<file path="src/rtl/hazard_pkg.sv">
// Shared definitions for the hazard/pipeline-control slice.
//   - MDU sequencer state encoding
//   - E-stage forwarding select codes
//   - default exception vector and ERET exception code
package hazard_pkg;

  typedef enum logic [1:0] {
    MDU_IDLE = 2'd0,
    MDU_BUSY = 2'd1,
    MDU_DONE = 2'd2
  } mdu_state_e;

  // forwardaE/forwardbE encodings
  localparam logic [1:0] FWD_RF = 2'b00;
  localparam logic [1:0] FWD_M  = 2'b10;
  localparam logic [1:0] FWD_W  = 2'b01;

  localparam logic [31:0] EXC_VEC_DEFAULT   = 32'hBFC00380;
  localparam logic [31:0] ERET_CODE_DEFAULT = 32'h0000000E;

endpackage

</file>
<file path="src/rtl/hazard_ctrl_if.sv">
// Pipeline <-> hazard unit signal bundle.
//   master : datapath side (drives stage fields, receives controls)
//   slave  : hazard unit side
// Stage fields: rsD/rtD/branchD/jrD, rsE/rtE/writeregE/regwriteE/memtoregE/
// mduopE, writeregM/regwriteM/memtoregM/excepttype/epc, writeregW/regwriteW,
// mdu_ready. Controls: forwarding selects, stalls, flushes, newpc, MDU handshake.
interface hazard_ctrl_if #(
  parameter int unsigned REG_AW = 5,
  parameter int unsigned PC_W   = 32
);
  logic [REG_AW-1:0] rsD, rtD, rsE, rtE, writeregE, writeregM, writeregW;
  logic              branchD, jrD, regwriteE, memtoregE, mduopE, mdu_ready;
  logic              regwriteM, memtoregM, regwriteW;
  logic [31:0]       excepttype;
  logic [PC_W-1:0]   epc;

  logic              forwardaD, forwardbD;
  logic [1:0]        forwardaE, forwardbE;
  logic              stallF, stallD, stallE;
  logic              flushF, flushD, flushE, flushM, flushW;
  logic [PC_W-1:0]   newpc;
  logic              mdu_start, mdu_cancel, mdu_busy, mdu_timeout;

  modport master (
    output rsD, rtD, branchD, jrD, rsE, rtE, writeregE, regwriteE, memtoregE,
           mduopE, mdu_ready, writeregM, regwriteM, memtoregM, excepttype, epc,
           writeregW, regwriteW,
    input  forwardaD, forwardbD, forwardaE, forwardbE, stallF, stallD, stallE,
           flushF, flushD, flushE, flushM, flushW, newpc,
           mdu_start, mdu_cancel, mdu_busy, mdu_timeout
  );

  modport slave (
    input  rsD, rtD, branchD, jrD, rsE, rtE, writeregE, regwriteE, memtoregE,
           mduopE, mdu_ready, writeregM, regwriteM, memtoregM, excepttype, epc,
           writeregW, regwriteW,
    output forwardaD, forwardbD, forwardaE, forwardbE, stallF, stallD, stallE,
           flushF, flushD, flushE, flushM, flushW, newpc,
           mdu_start, mdu_cancel, mdu_busy, mdu_timeout
  );
endinterface

</file>
<file path="src/rtl/mdu_seq.sv">
// MDU start/ready sequencer with timeout and cancel-on-exception.
//   clk, rst     : clock, synchronous active-high reset
//   mduop_i      : MDU op sitting in E
//   ready_i      : MDU result valid (only honoured while BUSY)
//   exc_i        : exception in M this cycle
//   start_o      : launch pulse, cancel_o : abort pulse
//   timeout_o    : forced-release pulse, busy_o : not IDLE
//   mdustall_o   : hold the pipe while the op is outstanding
module mdu_seq
  import hazard_pkg::*;
#(
  parameter int unsigned MDU_TIMEOUT = 64
) (
  input  logic clk,
  input  logic rst,
  input  logic mduop_i,
  input  logic ready_i,
  input  logic exc_i,
  output logic start_o,
  output logic cancel_o,
  output logic timeout_o,
  output logic busy_o,
  output logic mdustall_o
);
  localparam int unsigned     CW       = $clog2(MDU_TIMEOUT);
  localparam logic [CW-1:0]   CNT_LAST = CW'(MDU_TIMEOUT - 1);

  mdu_state_e    state_q, state_d;
  logic [CW-1:0] cnt_q, cnt_d;
  logic          start, cancel, timeout;

  always_ff @(posedge clk) begin
    if (rst) begin
      state_q <= MDU_IDLE;
      cnt_q   <= '0;
    end else begin
      state_q <= state_d;
      cnt_q   <= cnt_d;
    end
  end

  always_comb begin
    state_d = state_q;
    cnt_d   = cnt_q;
    start   = 1'b0;
    cancel  = 1'b0;
    timeout = 1'b0;
    unique case (state_q)
      MDU_IDLE: begin
        if (mduop_i && !exc_i) begin
          start   = 1'b1;
          cnt_d   = '0;
          state_d = MDU_BUSY;
        end
      end
      MDU_BUSY: begin
        // a result arriving on the last allowed cycle counts as a normal completion
        if (exc_i) begin
          cancel  = 1'b1;
          state_d = MDU_IDLE;
        end else if (ready_i) begin
          state_d = MDU_DONE;
        end else if (cnt_q == CNT_LAST) begin
          timeout = 1'b1;
          state_d = MDU_DONE;
        end else begin
          cnt_d = cnt_q + 1'b1;
        end
      end
      MDU_DONE: begin
        cancel  = exc_i;
        state_d = MDU_IDLE;
      end
      default: state_d = MDU_IDLE;
    endcase
  end

  // outputs are held low during reset so a mid-BUSY reset never pulses cancel
  assign start_o    = start   && !rst;
  assign cancel_o   = cancel  && !rst;
  assign timeout_o  = timeout && !rst;
  assign busy_o     = (state_q != MDU_IDLE) && !rst;
  assign mdustall_o = (((state_q == MDU_IDLE) && mduop_i) || (state_q == MDU_BUSY)) && !rst;

endmodule

</file>
<file path="src/rtl/hazard_ctrl.sv">
// Hazard and pipeline-control unit for the 5-stage core.
//   clk, rst : clock, synchronous active-high reset
//   hif      : hazard_ctrl_if.slave -- stage fields in; forwarding selects,
//              stall/flush enables, exception redirect PC and MDU handshake out
module hazard_ctrl
  import hazard_pkg::*;
#(
  parameter int unsigned     REG_AW      = 5,
  parameter int unsigned     PC_W        = 32,
  parameter logic [PC_W-1:0] EXC_VEC     = PC_W'(EXC_VEC_DEFAULT),
  parameter logic [31:0]     ERET_CODE   = ERET_CODE_DEFAULT,
  parameter int unsigned     MDU_TIMEOUT = 64
) (
  input  logic         clk,
  input  logic         rst,
  hazard_ctrl_if.slave hif
);
  // register 0 is hardwired, so it never creates a dependency
  function automatic logic hit(input logic [REG_AW-1:0] src, input logic [REG_AW-1:0] dst);
    return (src != '0) && (src == dst);
  endfunction

  function automatic logic [1:0] fwd_e(input logic [REG_AW-1:0] src,
                                       input logic [REG_AW-1:0] wm, input logic rwm,
                                       input logic [REG_AW-1:0] ww, input logic rww);
    if (rwm && hit(src, wm)) return FWD_M;
    if (rww && hit(src, ww)) return FWD_W;
    return FWD_RF;
  endfunction

  logic exc, lwstall, brstall, mdustall;

  assign exc     = (hif.excepttype != '0);
  assign lwstall = hif.memtoregE && (hit(hif.rtE, hif.rsD) || hit(hif.rtE, hif.rtD));
  assign brstall = (hif.branchD || hif.jrD) &&
                   ((hif.regwriteE && (hit(hif.writeregE, hif.rsD) || hit(hif.writeregE, hif.rtD))) ||
                    (hif.memtoregM && (hit(hif.writeregM, hif.rsD) || hit(hif.writeregM, hif.rtD))));

  mdu_seq #(.MDU_TIMEOUT(MDU_TIMEOUT)) u_mdu_seq (
    .clk       (clk),
    .rst       (rst),
    .mduop_i   (hif.mduopE),
    .ready_i   (hif.mdu_ready),
    .exc_i     (exc),
    .start_o   (hif.mdu_start),
    .cancel_o  (hif.mdu_cancel),
    .timeout_o (hif.mdu_timeout),
    .busy_o    (hif.mdu_busy),
    .mdustall_o(mdustall)
  );

  always_comb begin
    hif.forwardaD = 1'b0;
    hif.forwardbD = 1'b0;
    hif.forwardaE = FWD_RF;
    hif.forwardbE = FWD_RF;
    hif.stallF    = 1'b0;
    hif.stallD    = 1'b0;
    hif.stallE    = 1'b0;
    hif.newpc     = '0;
    // flushes track the exception even while reset is held
    hif.flushF    = exc;
    hif.flushD    = exc;
    hif.flushE    = exc;
    hif.flushM    = exc;
    hif.flushW    = exc;
    if (!rst) begin
      hif.forwardaD = hif.regwriteM && hit(hif.rsD, hif.writeregM);
      hif.forwardbD = hif.regwriteM && hit(hif.rtD, hif.writeregM);
      hif.forwardaE = fwd_e(hif.rsE, hif.writeregM, hif.regwriteM, hif.writeregW, hif.regwriteW);
      hif.forwardbE = fwd_e(hif.rtE, hif.writeregM, hif.regwriteM, hif.writeregW, hif.regwriteW);
      if (exc) begin
        hif.newpc = (hif.excepttype == ERET_CODE) ? hif.epc : EXC_VEC;
      end else begin
        hif.stallF = lwstall || brstall || mdustall;
        hif.stallD = lwstall || brstall || mdustall;
        hif.stallE = mdustall;
        // a held E stage must keep its MDU op, so no bubble is inserted then
        hif.flushE = (lwstall || brstall) && !mdustall;
      end
    end
  end

endmodule

</file>
<file path="src/flat_wrapper.sv">
// flat-port wrapper written by rule: the top's interface ports become plain ports
module hazard_ctrl_flat import hazard_pkg::*;
#(
  parameter int unsigned     REG_AW      = 5,
  parameter int unsigned     PC_W        = 32,
  parameter logic [PC_W-1:0] EXC_VEC     = PC_W'(EXC_VEC_DEFAULT),
  parameter logic [31:0]     ERET_CODE   = ERET_CODE_DEFAULT,
  parameter int unsigned     MDU_TIMEOUT = 64
)
  (clk, rst, hif_rsD, hif_rtD, hif_branchD, hif_jrD, hif_rsE, hif_rtE, hif_writeregE, hif_regwriteE, hif_memtoregE, hif_mduopE, hif_mdu_ready, hif_writeregM, hif_regwriteM, hif_memtoregM, hif_excepttype, hif_epc, hif_writeregW, hif_regwriteW, hif_forwardaD, hif_forwardbD, hif_forwardaE, hif_forwardbE, hif_stallF, hif_stallD, hif_stallE, hif_flushF, hif_flushD, hif_flushE, hif_flushM, hif_flushW, hif_newpc, hif_mdu_start, hif_mdu_cancel, hif_mdu_busy, hif_mdu_timeout);
  hazard_ctrl_if #(.REG_AW(REG_AW), .PC_W(PC_W)) hif_i ();
  input  logic clk;
  input  logic rst;
  input wire logic [$bits(hif_i.rsD)-1:0] hif_rsD;
  input wire logic [$bits(hif_i.rtD)-1:0] hif_rtD;
  input wire logic [$bits(hif_i.branchD)-1:0] hif_branchD;
  input wire logic [$bits(hif_i.jrD)-1:0] hif_jrD;
  input wire logic [$bits(hif_i.rsE)-1:0] hif_rsE;
  input wire logic [$bits(hif_i.rtE)-1:0] hif_rtE;
  input wire logic [$bits(hif_i.writeregE)-1:0] hif_writeregE;
  input wire logic [$bits(hif_i.regwriteE)-1:0] hif_regwriteE;
  input wire logic [$bits(hif_i.memtoregE)-1:0] hif_memtoregE;
  input wire logic [$bits(hif_i.mduopE)-1:0] hif_mduopE;
  input wire logic [$bits(hif_i.mdu_ready)-1:0] hif_mdu_ready;
  input wire logic [$bits(hif_i.writeregM)-1:0] hif_writeregM;
  input wire logic [$bits(hif_i.regwriteM)-1:0] hif_regwriteM;
  input wire logic [$bits(hif_i.memtoregM)-1:0] hif_memtoregM;
  input wire logic [$bits(hif_i.excepttype)-1:0] hif_excepttype;
  input wire logic [$bits(hif_i.epc)-1:0] hif_epc;
  input wire logic [$bits(hif_i.writeregW)-1:0] hif_writeregW;
  input wire logic [$bits(hif_i.regwriteW)-1:0] hif_regwriteW;
  output wire logic [$bits(hif_i.forwardaD)-1:0] hif_forwardaD;
  output wire logic [$bits(hif_i.forwardbD)-1:0] hif_forwardbD;
  output wire logic [$bits(hif_i.forwardaE)-1:0] hif_forwardaE;
  output wire logic [$bits(hif_i.forwardbE)-1:0] hif_forwardbE;
  output wire logic [$bits(hif_i.stallF)-1:0] hif_stallF;
  output wire logic [$bits(hif_i.stallD)-1:0] hif_stallD;
  output wire logic [$bits(hif_i.stallE)-1:0] hif_stallE;
  output wire logic [$bits(hif_i.flushF)-1:0] hif_flushF;
  output wire logic [$bits(hif_i.flushD)-1:0] hif_flushD;
  output wire logic [$bits(hif_i.flushE)-1:0] hif_flushE;
  output wire logic [$bits(hif_i.flushM)-1:0] hif_flushM;
  output wire logic [$bits(hif_i.flushW)-1:0] hif_flushW;
  output wire logic [$bits(hif_i.newpc)-1:0] hif_newpc;
  output wire logic [$bits(hif_i.mdu_start)-1:0] hif_mdu_start;
  output wire logic [$bits(hif_i.mdu_cancel)-1:0] hif_mdu_cancel;
  output wire logic [$bits(hif_i.mdu_busy)-1:0] hif_mdu_busy;
  output wire logic [$bits(hif_i.mdu_timeout)-1:0] hif_mdu_timeout;
  assign hif_i.rsD = hif_rsD;
  assign hif_i.rtD = hif_rtD;
  assign hif_i.branchD = hif_branchD;
  assign hif_i.jrD = hif_jrD;
  assign hif_i.rsE = hif_rsE;
  assign hif_i.rtE = hif_rtE;
  assign hif_i.writeregE = hif_writeregE;
  assign hif_i.regwriteE = hif_regwriteE;
  assign hif_i.memtoregE = hif_memtoregE;
  assign hif_i.mduopE = hif_mduopE;
  assign hif_i.mdu_ready = hif_mdu_ready;
  assign hif_i.writeregM = hif_writeregM;
  assign hif_i.regwriteM = hif_regwriteM;
  assign hif_i.memtoregM = hif_memtoregM;
  assign hif_i.excepttype = hif_excepttype;
  assign hif_i.epc = hif_epc;
  assign hif_i.writeregW = hif_writeregW;
  assign hif_i.regwriteW = hif_regwriteW;
  assign hif_forwardaD = hif_i.forwardaD;
  assign hif_forwardbD = hif_i.forwardbD;
  assign hif_forwardaE = hif_i.forwardaE;
  assign hif_forwardbE = hif_i.forwardbE;
  assign hif_stallF = hif_i.stallF;
  assign hif_stallD = hif_i.stallD;
  assign hif_stallE = hif_i.stallE;
  assign hif_flushF = hif_i.flushF;
  assign hif_flushD = hif_i.flushD;
  assign hif_flushE = hif_i.flushE;
  assign hif_flushM = hif_i.flushM;
  assign hif_flushW = hif_i.flushW;
  assign hif_newpc = hif_i.newpc;
  assign hif_mdu_start = hif_i.mdu_start;
  assign hif_mdu_cancel = hif_i.mdu_cancel;
  assign hif_mdu_busy = hif_i.mdu_busy;
  assign hif_mdu_timeout = hif_i.mdu_timeout;
  hazard_ctrl #(.REG_AW(REG_AW), .PC_W(PC_W), .EXC_VEC(EXC_VEC), .ERET_CODE(ERET_CODE), .MDU_TIMEOUT(MDU_TIMEOUT)) u_core (.clk(clk), .rst(rst), .hif(hif_i));
endmodule
</file>
<file path="config.mk">
export PLATFORM = sky130hd
export DESIGN_NAME = hazard_ctrl_flat
export DESIGN_NICKNAME = d
export VERILOG_FILES = /design/src/rtl/hazard_pkg.sv /design/src/rtl/hazard_ctrl_if.sv /design/src/rtl/mdu_seq.sv /design/src/rtl/hazard_ctrl.sv /design/src/flat_wrapper.sv
export SDC_FILE = /design/constraint.sdc
export NUM_CORES = 1
export LEC_CHECK = 0
export CAP_MARGIN = 20
export CORE_MARGIN = 4
export CORE_UTILIZATION = 30
export DETAILED_ROUTE_END_ITERATION = 12
export HOLD_SLACK_MARGIN = 0.05
export PLACE_DENSITY_LB_ADDON = 0.12
export SYNTH_ARGS = -nofsm -noshare
export SYNTH_HDL_FRONTEND = slang
export SYNTH_SLANG_ARGS = --single-unit
</file>
<file path="constraint.sdc">
create_clock -name clk -period 2.2 [get_ports clk]
set_input_delay 0.22 -clock clk [delete_from_list [all_inputs] [get_ports clk]]
set_output_delay 0.22 -clock clk [all_outputs]
set_load 0.05 [all_outputs]
</file>
==> key figures, run 1 <==
Pwr
  • Clock share of power: 20.2%
  • Pleak: 0.00187 uW
  • Total net switching power: 293 uW
  • Worst vdd ir: 312 uV
  • PwrDens: 205 nW/um^2
  • Net Sw Frac: 33.3%
  • Sequential Power Share: 16.6%
  • Combinational share of power: 63.2%
  • Internal power: 586 uW

Synth
  • Synth cell types: 38
  • Largest family of logic cells by synthesized area: simple AND/OR/NAND/NOR gates
  • XOR/XNOR Fraction of Synth Area: 27.9%
  • Dominant register cell in the synthesized netlist: dfxtp_1
  • Gate Count Post-Synth: 235
  • Yosys warning total: 0
  • Avg Cell Area, Syn: 6.94 um^2
  • Number of flops mapped to enable cells by yosys: 0
  • Synth Area in Adders: 2.30%
  • Synth Cell Area: 1630 um^2
  • Area fraction in compound gates after synthesis: 13.6%
  • Synth Area in Simple Gates: 38.3%
  • Post-synthesis net count: 348
  • Synthesized flop and latch total: 8
  • Register area share after synthesis: 9.82%
  • Post-synth ARST share: 0%
  • Post-synthesis mux area share: 0.613%

Global routing
  • Grt ovf: 0
  • Initial antenna violation count: 0
  • Number of global-route vias before repair: 2534
  • Tot GR Track Use: 22.4%
  • Largest net degree at the start of global routing: 21
  • Global-route wire length before repair: 11700 um

Drt
  • Routed len/inst: 18.4 um
  • DRC viols: 0
  • Initial DRC count: 77
  • Drt pass-1 iters: 4
  • Avg Vias per Cell: 5.13
  • Via count: 2508
  • ANT nets after route: 0
  • WL final: 9000 um

Hold path
  • Worst hold path class: reg2reg

Floorplan
  • Num ports: 160
  • DIE HEIGHT: 81.7 um
  • Site Rows: 26
  • Core region area: 5200 um^2
  • Initial core utilization: 31.3%
  • Die width: 81.7 um
  • Die area: 6680 um^2

Setup path
  • CP max FO: 3
  • Critical Path End Type: primary output
  • WS Path Type: in2out
  • Crit path DAT: 1.96 ns
  • CP Launch Type: input port
  • Critical Path RT: 1.98 ns

Timing
  • Final Max Tran Viols: 0
  • Final Hold Vio Count: 0
  • Final period util: 99.0%
  • Slew headroom: 72.0%
  • Final setup viols: 0
  • Minimum clock period after layout: 2.18 ns
  • Clock Skew: 0.000369 ns
  • Post-route setup TNS: 0 ns
  • Maximum operating frequency: 459 MHz
  • Slew @ Worst Pin: 0.421 ns

Finish
  • Fin area: 4280 um^2
  • Nets: 534
  • P&R area growth vs syn: 163%
  • Antenna cells: 0
  • Layout cells sized above 1: 35.3%
  • # fillers: 314

Flow run
  • Max Cap Viol: 0

Clock tree
  • Clk slew on worst S/H paths: 0.04 ns
  • H-tree depth: 1
  • Cts hold-fix bufs: 0
  • CTS Buffer Depth: 2
  • Clock sinks: 8
  • Num CTS Buffers: 3
  • CTS root buf: clkbuf_8
  • Clk_lat worst skew: 0.23 ns
  • CTS tree: done

Placed design
  • Placed cell area: 3940 um^2
  • # port buffers: 159
  • RePlAce Congestion: 0.857
  • HPWL after detailed placement: 6890 um

Status
  • Status: finished, final reports clean
## what timing repair did
item | 4_1_cts | 5_1_grt
pin swaps | 8 | 29
resized for setup | 25 | 82
cloned | 0 | 3
setup endpoints to repair | 19 | 40
setup buffers | 1 | 0
## per-layer routing
| metal | vias to the layer above | track usage (%) | part of all wire [%] |
|---|---|---|---|
| met5 | - | 0 | 0 |
| met4 | 0 | 5.32 | 3.3 |
| met3 | 25 | 4.50 | 6.9 |
| met2 | 136 | 43.0 | 55 |
| met1 | 1168 | 25.0 | 35 |
| li1 | 1179 | - | - |
## final timing paths
| kind | start | end | slack, ns | depth (start not counted) |
|---|---|---|---|---|
| max | hif_writeregE[3] | hif_stallD | 0.02 | 8 |
| min | u_core.u_mdu_seq.cnt_q[1] | u_core.u_mdu_seq.cnt_q[1] | 0.47 | 2 |
| max reg2reg | u_core.u_mdu_seq.state_q[1] | u_core.u_mdu_seq.cnt_q[5] | 0.54 | 8 |
| min reg2reg | u_core.u_mdu_seq.cnt_q[1] | u_core.u_mdu_seq.cnt_q[1] | 0.47 | 2 |
## synth_stat cells (2+ instances only)
| cell | instances | area [um^2] |
|---|---|---|
| o21a_1 | 12 | 90.1 |
| or4_1 | 4 | 30.0 |
| and2_1 | 22 | 138 |
| and4_1 | 2 | 17.5 |
| inv_1 | 2 | 7.51 |
| nor4_1 | 9 | 56.3 |
| dfxtp_1 | 8 | 160 |
| o21ai_1 | 2 | 10.0 |
| nand3_1 | 11 | 55.1 |
| nor2b_1 | 3 | 18.8 |
| buf_4 | 5 | 37.5 |
| a21oi_1 | 7 | 35.0 |
| nand4_1 | 5 | 31.3 |
| ha_1 | 3 | 37.5 |
| nor3_1 | 14 | 70.1 |
| nor2_1 | 17 | 63.8 |
| a31oi_1 | 3 | 18.8 |
| nand2b_1 | 3 | 18.8 |
| nand2_1 | 14 | 52.6 |
| buf_2 | 2 | 10.0 |
| xor2_1 | 25 | 219 |
| nand3b_1 | 3 | 22.5 |
| xnor2_1 | 27 | 236 |
| clkbuf_1 | 14 | 52.6 |
| and3_1 | 5 | 31.3 |
## area by class of cell
type	count	area [um^2]	share of cell area, %
clock buffer	3	41.3	0.964
inverter	3	11.3	0.263
multi-input combinational	202	1570	36.6
sequential	8	160	3.74
tap	70	87.6	2.04
timing repair buffer	203	2410	56.4
## critical path, cell delays in order
cell	delay, ns
clkdlybuf4s50_1	0.49
xor2_1	0.19
nor3_2	0.18
nand3_2	0.13
o31ai_4	0.10
a211oi_4	0.13
a211oi_4	0.31
buf_6	0.20
## cell families after synthesis
group / Yosys count
compound gates: 32
mux: 1
flops: 8
fa+ha+maj: 3
buf+inv: 25
xor+xnor: 52
simple gates: 114
## flip-flops by register name, summed over array words and instances (netlist names)
signal and flops:
u_core.u_mdu_seq.cnt_q 6, u_core.u_mdu_seq.state_q 2
## power by group through the flow
stage	logic, uW	registers (uW)	clock network, uW
6_report	555	146	178
5_1_grt	582	145	191
4_1_cts	533	146	180
3_5_place_dp	526	148	0
3_3_place_gp	518	148	0
2_1_floorplan	185	148	0
## per-stage QoR
stage	total power (uW)	utilization (%)	std cells	hold WS [ns]	setup slack [ns]
after global routing	918	82.3	489	0.501	-0.0143
after floorplan	333	-	235	0.387	-0.197
after global placement	666	75.7	482	0.457	-0.108
after detailed placement	674	75.7	482	0.464	-0.169
after CTS	858	77.6	486	0.469	-0.00577
final	878	82.3	489	0.467	0.0215
## layout by cell type, fill, tap and decap left out, drive strengths merged, types with 12 or more instances in the layout
cell / n
clkdlybuf4s50: 73
buf: 93
nand2: 14
o21a: 12
xor2: 25
and2: 22
xnor2: 27
nor2: 17
dlymetal6s2s: 25
nor3: 14
No activity file was read; power rests on OpenSTA's default activity.
==> inputs of run 2 (changes only) <==
--- a/config.mk
+++ b/config.mk
@@ -6,6 +6,7 @@
 export NUM_CORES = 1
 export LEC_CHECK = 0
 export CAP_MARGIN = 20
+export CORE_ASPECT_RATIO = 1.2
 export CORE_MARGIN = 4
 export CORE_UTILIZATION = 30
 export DETAILED_ROUTE_END_ITERATION = 12
==> constraint.sdc (replaced) <==
create_clock -name clk -period 2.2 [get_ports clk]
set_input_delay 0.44 -clock clk [delete_from_list [all_inputs] [get_ports clk]]
set_output_delay 0.44 -clock clk [all_outputs]
set_load 0.05 [all_outputs]
==> run 2 against run 1 <==
The run now ends with negative setup slack left. Combinational power is 4.0% higher. Wire length is 2.7% higher. Worst setup slack worse by 0.20 ns. Utilization is 2.2 points higher. Maximum frequency is 8.4% lower. Via count is 0.88% higher. Worst hold slack better by 0.023 ns. Final cell count is 1.0% higher. Non-clock buffer count is 11 higher. Critical path type unchanged.
==> key figures, run 2 (synthesis gave the netlist of run 1 again) <==
Drt
  • Routed len/inst: 18.7 um
  • Initial DRC count: 58
  • Avg Vias per Cell: 5.12
  • Via count: 2530
  • ANT nets after route: 0
  • Drt pass-1 iters: 6
  • DRC viols: 0
  • WL final: 9240 um

Finish
  • Largest regs: u_core.u_mdu_seq.cnt_q (6), u_core.u_mdu_seq.state_q (2)
  • # fillers: 312
  • Reg area: 160 um^2
  • Final non-filler cell total: 494
  • Most common cell after layout, fill and taps aside: buf_12
  • Multi-input gate area: 1810 um^2
  • Layout cells sized above 1: 53.8%
  • Top reg by flops: u_core.u_mdu_seq.cnt_q
  • Nets: 546
  • Commonest cells after routing, fill and taps aside: buf_12, buf_4, clkdlybuf4s50_1, buf_6, xor2_1
  • Max FFs per register: 6
  • P&R area growth vs syn: 174%
  • Util after Layout: 84.5%

Setup path
  • CP max FO: 5
  • Max incr delay on CP: 0.27 ns
  • CP Launch Type: input port
  • Crit path DAT: 1.94 ns
  • WS Path Type: in2out
  • Critical-path top delay cell: and4_4
  • Critical Path End Type: primary output
  • Critical path buffers and inverters: 4
  • CP dominant cell by count: buf_6
  • Critical Path RT: 1.76 ns
  • CP cell instances: clkdlybuf4s15_1 > nor3_1 > and4_4 > buf_6 > nand3_4 > nor2_4 > buf_6 > and2_4 > buf_12
  • Top Family by Delay on Critical Path: simple AND/OR/NAND/NOR gates

Global routing
  • Initial antenna violation count: 1
  • Number of global-route vias before repair: 2708
  • Global Route met3 Usage: 7.16%
  • Busiest metal layer after global routing: met2
  • Largest net degree at the start of global routing: 14
  • Met2 Track Usage GR: 51.1%
  • Tot GR Track Use: 25.4%
  • Global-route wire length before repair: 13000 um
  • GR Util met1: 24.1%
  • Grt ovf: 0

Clock tree
  • Num CTS Buffers: 3
  • Clk slew on worst S/H paths: 0.04 ns
  • CTS tree: done
  • Clk_lat worst skew: 0.23 ns
  • Clock sinks: 8
  • CTS root buf: clkbuf_8
  • CTS Buffer Depth: 2
  • H-tree depth: 1

Timing
  • Final setup viols: 39
  • Slew @ Worst Pin: 0.397 ns
  • Final Max Tran Viols: 0
  • Clock Skew: 0.00145 ns
  • Post-route setup slack: -0.177 ns
  • Maximum operating frequency: 421 MHz
  • Final period util: 108%
  • Slew headroom: 73.5%
  • Minimum clock period after layout: 2.38 ns
  • Fin Hold WS: 0.490 ns
  • RSZ-0062 raised after global routing: true
  • Final Hold Vio Count: 0

Floorplan
  • Site Rows: 29
  • Initial core utilization: 30.8%
  • Die width: 75.3 um
  • Num ports: 160
  • Die area: 6690 um^2
  • DIE HEIGHT: 88.8 um
  • Core region area: 5300 um^2

Placed design
  • # port buffers: 159
  • Cells after DPL: 480
  • RePlAce Congestion: 0.858
  • Setup Slack @ Placement: -0.640 ns
  • HPWL after detailed placement: 6810 um

Pwr
  • Sequential Power Share: 16.1%
  • Worst vdd ir: 167 uV
  • Net Sw Frac: 35.4%
  • Combinational share of power: 63.9%
  • Total net switching power: 320 uW
  • Pleak: 0.00185 uW
  • Internal power: 584 uW
  • Clock share of power: 20.0%
  • PwrDens: 202 nW/um^2

Flow run
  • Max Cap Viol: 0

Hold path
  • Worst hold path class: reg2reg

Status
  • Status: complete, but fails checks
  • Failing checks: negative setup slack
## run 2: changes by cell type in the layout (fill, tap and decap cells not counted), sizes merged, moves of 5 or more
cell	before	now
clkdlybuf4s15	0	13
buf	93	141
clkdlybuf4s50	73	41
dlymetal6s2s	25	2
dlygate4sd2	6	11
## run 2: timing repair
item,4_1_cts,5_1_grt
endpoints found under the setup margin,52,47
hold buffers,0,0
gates cloned,2,1
buffers inserted,7,1
pin swaps,58,23
gates resized for setup,253,49
## run 2: final timing paths
path	start	to	slack (ns)	cells past startpoint
worst max-delay path	hif_excepttype[31]	hif_newpc[18]	-0.18	9
worst min-delay path	u_core.u_mdu_seq.cnt_q[1]	u_core.u_mdu_seq.cnt_q[1]	0.49	2
worst max register to register	u_core.u_mdu_seq.state_q[1]	u_core.u_mdu_seq.cnt_q[0]	0.58	8
worst min register to register	u_core.u_mdu_seq.cnt_q[1]	u_core.u_mdu_seq.cnt_q[1]	0.49	2
## run 2: per-stage QoR
stage	instance area [um^2]	total power [uW]	TNS (ns)
2_1_floorplan	1830	355	-0.463
3_3_place_gp	4110	685	-22.12
3_5_place_dp	4110	693	-23.23
4_1_cts	4310	859	-2.80
5_1_grt	4480	945	-7.18
6_report	4480	904	-4.58
## run 2: layout make-up
| type | count | area share, % |
|---|---|---|
| Inverter | 3 | 0.419 |
| Clock buffer | 3 | 0.922 |
| Antenna cell | 1 | 0.0559 |
| Sequential cell | 8 | 3.58 |
| Timing Repair Buffer | 214 | 52.9 |
| Multi-Input combinational cell | 203 | 40.4 |
| Tap cell | 62 | 1.73 |
## run 2: layer usage
layer	part of all wire (%)	wire length [um]
met1	31	2900
met2	57	5310
met3	8.5	789
met4	2.7	246
met5	0	0
## run 2: worst register-to-register path: stages (launching register included)
cell	delay, ns
dfxtp_1	0.35
inv_1	0.08
ha_1	0.22
buf_4	0.17
nand3b_1	0.19
nand2_1	0.17
nand2_1	0.13
mux2i_1	0.15
nor2_1	0.05
## run 2: power groups by stage
stage               Combinational [uW]  Sequential [uW]  Clock [uW]
finish                             577              146         181
global route                       607              145         193
CTS                                534              146         179
detailed placement                 545              148           0
global placement                   537              148           0
floorplan                          207              148           0
==> inputs of run 3 (changes only) <==
--- a/config.mk
+++ b/config.mk
@@ -5,10 +5,11 @@
 export SDC_FILE = /design/constraint.sdc
 export NUM_CORES = 1
 export LEC_CHECK = 0
+export ABC_AREA = 1
 export CAP_MARGIN = 20
 export CORE_ASPECT_RATIO = 1.2
 export CORE_MARGIN = 4
-export CORE_UTILIZATION = 30
+export CORE_UTILIZATION = 33
 export DETAILED_ROUTE_END_ITERATION = 12
 export HOLD_SLACK_MARGIN = 0.05
 export PLACE_DENSITY_LB_ADDON = 0.12
==> run 3 against run 2 <==
The flow now finishes without violations. Wire length is 8.2% higher. Count of clock-buffer cells in the layout stayed put. Utilization is 4.1 points lower. First-iteration DRC count is 91% higher. Largest cell class unchanged.
==> key figures, run 3 <==
Pwr
  • Net Sw Frac: 47.7%
  • Internal power: 701 uW
  • Sequential Power Share: 13.4%
  • PwrDens: 294 nW/um^2
  • Total net switching power: 639 uW
  • Worst vdd ir: 321 uV
  • Combinational share of power: 72.8%
  • Total power: 1340 uW
  • Pleak: 0.00215 uW
  • Clock share of power: 13.9%

Timing
  • Maximum operating frequency: 456 MHz
  • Final Hold Vio Count: 0
  • Final period util: 99.6%
  • Slew @ Worst Pin: 0.278 ns
  • RSZ-0062 raised after global routing: true
  • Final setup viols: 0
  • Slew headroom: 81.4%
  • Final Max Tran Viols: 0
  • Clock Skew: 0.00228 ns
  • Minimum clock period after layout: 2.19 ns

Drt
  • Drt pass-1 iters: 4
  • Avg Vias per Cell: 4.93
  • DRC viols: 0
  • Routed len/inst: 15.4 um
  • WL final: 10000 um
  • Via count: 3200
  • ANT nets after route: 0
  • Initial DRC count: 111

Synth
  • Yosys warning total: 0
  • Top cell type by total area after synthesis: nand2_1
  • Register area share after synthesis: 8.27%
  • Avg Cell Area, Syn: 5.09 um^2
  • Yosys top cell area share: 21.5%
  • Synth cell types: 30
  • Dominant register cell in the synthesized netlist: dfxtp_1
  • Post-synth ARST share: 0%
  • Synth top area cells: nand2_1, nor2_1, inv_1, dfxtp_1, xnor2_1
  • Post-synthesis net count: 493
  • Synthesized flop and latch total: 8
  • Synth Cell Area: 1940 um^2
  • Most frequent cell after synthesis: nand2_1
  • Synth cell count leaders: nand2_1, nor2_1, inv_1, nand3_1, a21oi_1
  • Gate Count Post-Synth: 380
  • Number of flops mapped to enable cells by yosys: 0

Setup path
  • CP Launch Type: register
  • CP startpoint: u_core.u_mdu_seq.state_q[0]
  • Max incr delay on CP: 0.36 ns
  • CP max FO: 3
  • R2R Path End: u_core.u_mdu_seq.cnt_q[0]
  • Crit path DAT: 1.75 ns
  • Crit path to: hif_flushE
  • Worst Reg-to-Reg Cells: 8
  • Critical Path RT: 1.76 ns
  • CP cell instances: inv_1 > ha_1 > a21oi_2 > inv_1 > nor2_1 > nand2_1 > nand2_1 > buf_4
  • Critical Path End Type: primary output
  • Critical-path top delay cell: dfxtp_1
  • WS Path Type: reg2out
  • FF-to-FF Start: u_core.u_mdu_seq.state_q[1]
  • FF-to-FF setup slack: 0.68 ns

Clock tree
  • Clk slew on worst S/H paths: 0.04 ns
  • CTS root buf: clkbuf_8
  • Num CTS Buffers: 3
  • Clk_lat worst skew: 0.24 ns
  • Clock sinks: 8
  • CTS Buffer Depth: 2
  • Cts hold-fix bufs: 0
  • CTS tree: done
  • H-tree depth: 1

Finish
  • Max FFs per register: 6
  • P&R area growth vs syn: 135%
  • Commonest cells after routing, fill and taps aside: nand2_1, nor2_1, buf_4, clkdlybuf4s50_1, buf_12
  • Largest regs: u_core.u_mdu_seq.cnt_q (6), u_core.u_mdu_seq.state_q (2)
  • Layout cells sized above 1: 49.6%
  • Util after Layout: 80.4%
  • Antenna cells: 0
  • Final non-filler cell total: 649
  • Top reg by flops: u_core.u_mdu_seq.cnt_q
  • Most common cell after layout, fill and taps aside: nand2_1
  • # fillers: 375
  • Nets: 684

Floorplan
  • Site Rows: 30
  • Die width: 77.9 um
  • Num ports: 160
  • Initial core utilization: 34.2%
  • Core region area: 5670 um^2
  • Die area: 7160 um^2
  • DIE HEIGHT: 91.9 um

Global routing
  • Tot GR Track Use: 27.1%
  • Grt ovf: 0
  • Largest net degree at the start of global routing: 20
  • Global-route wire length before repair: 15800 um
  • Number of global-route vias before repair: 3391
  • Initial antenna violation count: 0

Placed design
  • RePlAce Congestion: 0.905
  • HPWL after detailed placement: 7380 um
  • Cells after DPL: 642
  • # port buffers: 159

Status
  • Status: finished, final reports clean

Flow run
  • Max Cap Viol: 0

Hold path
  • Worst hold path class: reg2reg
run 3: cell types whose count changed in the layout (fill, tap and decap cells not counted), sizes merged, moves of 11 or more:
cell / before / now
nand2: 14 / 118
nor2: 18 / 96
inv: 3 / 44
and2: 22 / 0
clkbuf: 9 / 27
buf: 141 / 124
nand3: 11 / 24
xnor2: 27 / 14
o21a: 12 / 0
xor2: 25 / 14
run 3: repair_timing:
item,4_1_cts,5_1_grt
cloned,1,0
setup endpoints to repair,49,45
pin swaps,53,65
gates resized for setup,235,132
setup buffers,7,2
endpoints found under the hold margin,0,0
run 3: through the flow:
stage                     setup WS [ns]  area [um^2]  setup TNS (ns)  hold slack, ns
after floorplan                  -0.170         2030          -0.170           0.452
after global placement           -0.351         4180          -10.93           0.465
after detailed placement         -0.371         4180          -12.06           0.480
after CTS                       -0.0275         4520          -0.215           0.489
after global routing            -0.0688         4560           -1.29           0.530
final                           0.00844         4560               0           0.496
run 3: metal layers:
metal  up-vias  global-route usage [%]  part of all wire (%)
met5         -                       0                     0
met4         0                    13.1                   4.8
met3        41                    7.17                   7.3
met2       168                    53.4                    56
met1      1447                    25.1                    32
li1       1544                       -                     -
run 3: power by group through the flow:
| stage | clock network, uW | logic [uW] | registers, uW |
|---|---|---|---|
| final | 186 | 975 | 179 |
| after global routing | 192 | 1040 | 181 |
| after CTS | 188 | 912 | 178 |
| after detailed placement | 0 | 896 | 181 |
| after global placement | 0 | 876 | 179 |
| after floorplan | 0 | 469 | 177 |
run 3: area by class of cell:
cell class,count,area [um^2],share of cell area [%]
Clock buffer,3,41.3,0.906
Tap cell,80,100,2.20
Multi-Input combinational cell,309,2020,44.2
Sequential cell,8,160,3.51
Inverter,46,183,4.01
Timing Repair Buffer,203,2060,45.1
run 3: worst max-delay path, delay by kind of cell (launching register included):
family                     cells  cell delay (ns)
AOI/OAI and AO/OA              1             0.27
DFF                            1             0.36
adders and majority gates      1             0.25
and+or+nand+nor                3             0.25
buffers and inverters          3             0.37
run 3: cell families (layout without fill, tap and decap cells):
| kind of cell | Yosys count | count (layout) | synth area share [%] |
|---|---|---|---|
| AO/OA/AOI/OAI | 22 | 22 | 6.46 |
| XOR/XNOR | 28 | 28 | 12.7 |
| adder cells (fa/ha/maj) | 3 | 3 | 1.94 |
| buffers and inverters | 63 | 252 | 13.9 |
| flip-flops | 8 | 8 | 8.27 |
| AND/OR/NAND/NOR | 256 | 256 | 56.8 |
run 3: how the worst min path moves through the flow:
stage                                startpoint  slack [ns]  depth (start not counted)                     endpoint
CTS                 u_core.u_mdu_seq.state_q[0]        0.49                          2  u_core.u_mdu_seq.state_q[0]
floorplan             u_core.u_mdu_seq.cnt_q[0]        0.45                          2    u_core.u_mdu_seq.cnt_q[0]
detailed placement  u_core.u_mdu_seq.state_q[0]        0.48                          2  u_core.u_mdu_seq.state_q[0]
finish              u_core.u_mdu_seq.state_q[0]        0.50                          2  u_core.u_mdu_seq.state_q[0]
global placement      u_core.u_mdu_seq.cnt_q[0]        0.47                          2    u_core.u_mdu_seq.cnt_q[0]
global route          u_core.u_mdu_seq.cnt_q[5]        0.53                          2    u_core.u_mdu_seq.cnt_q[5]
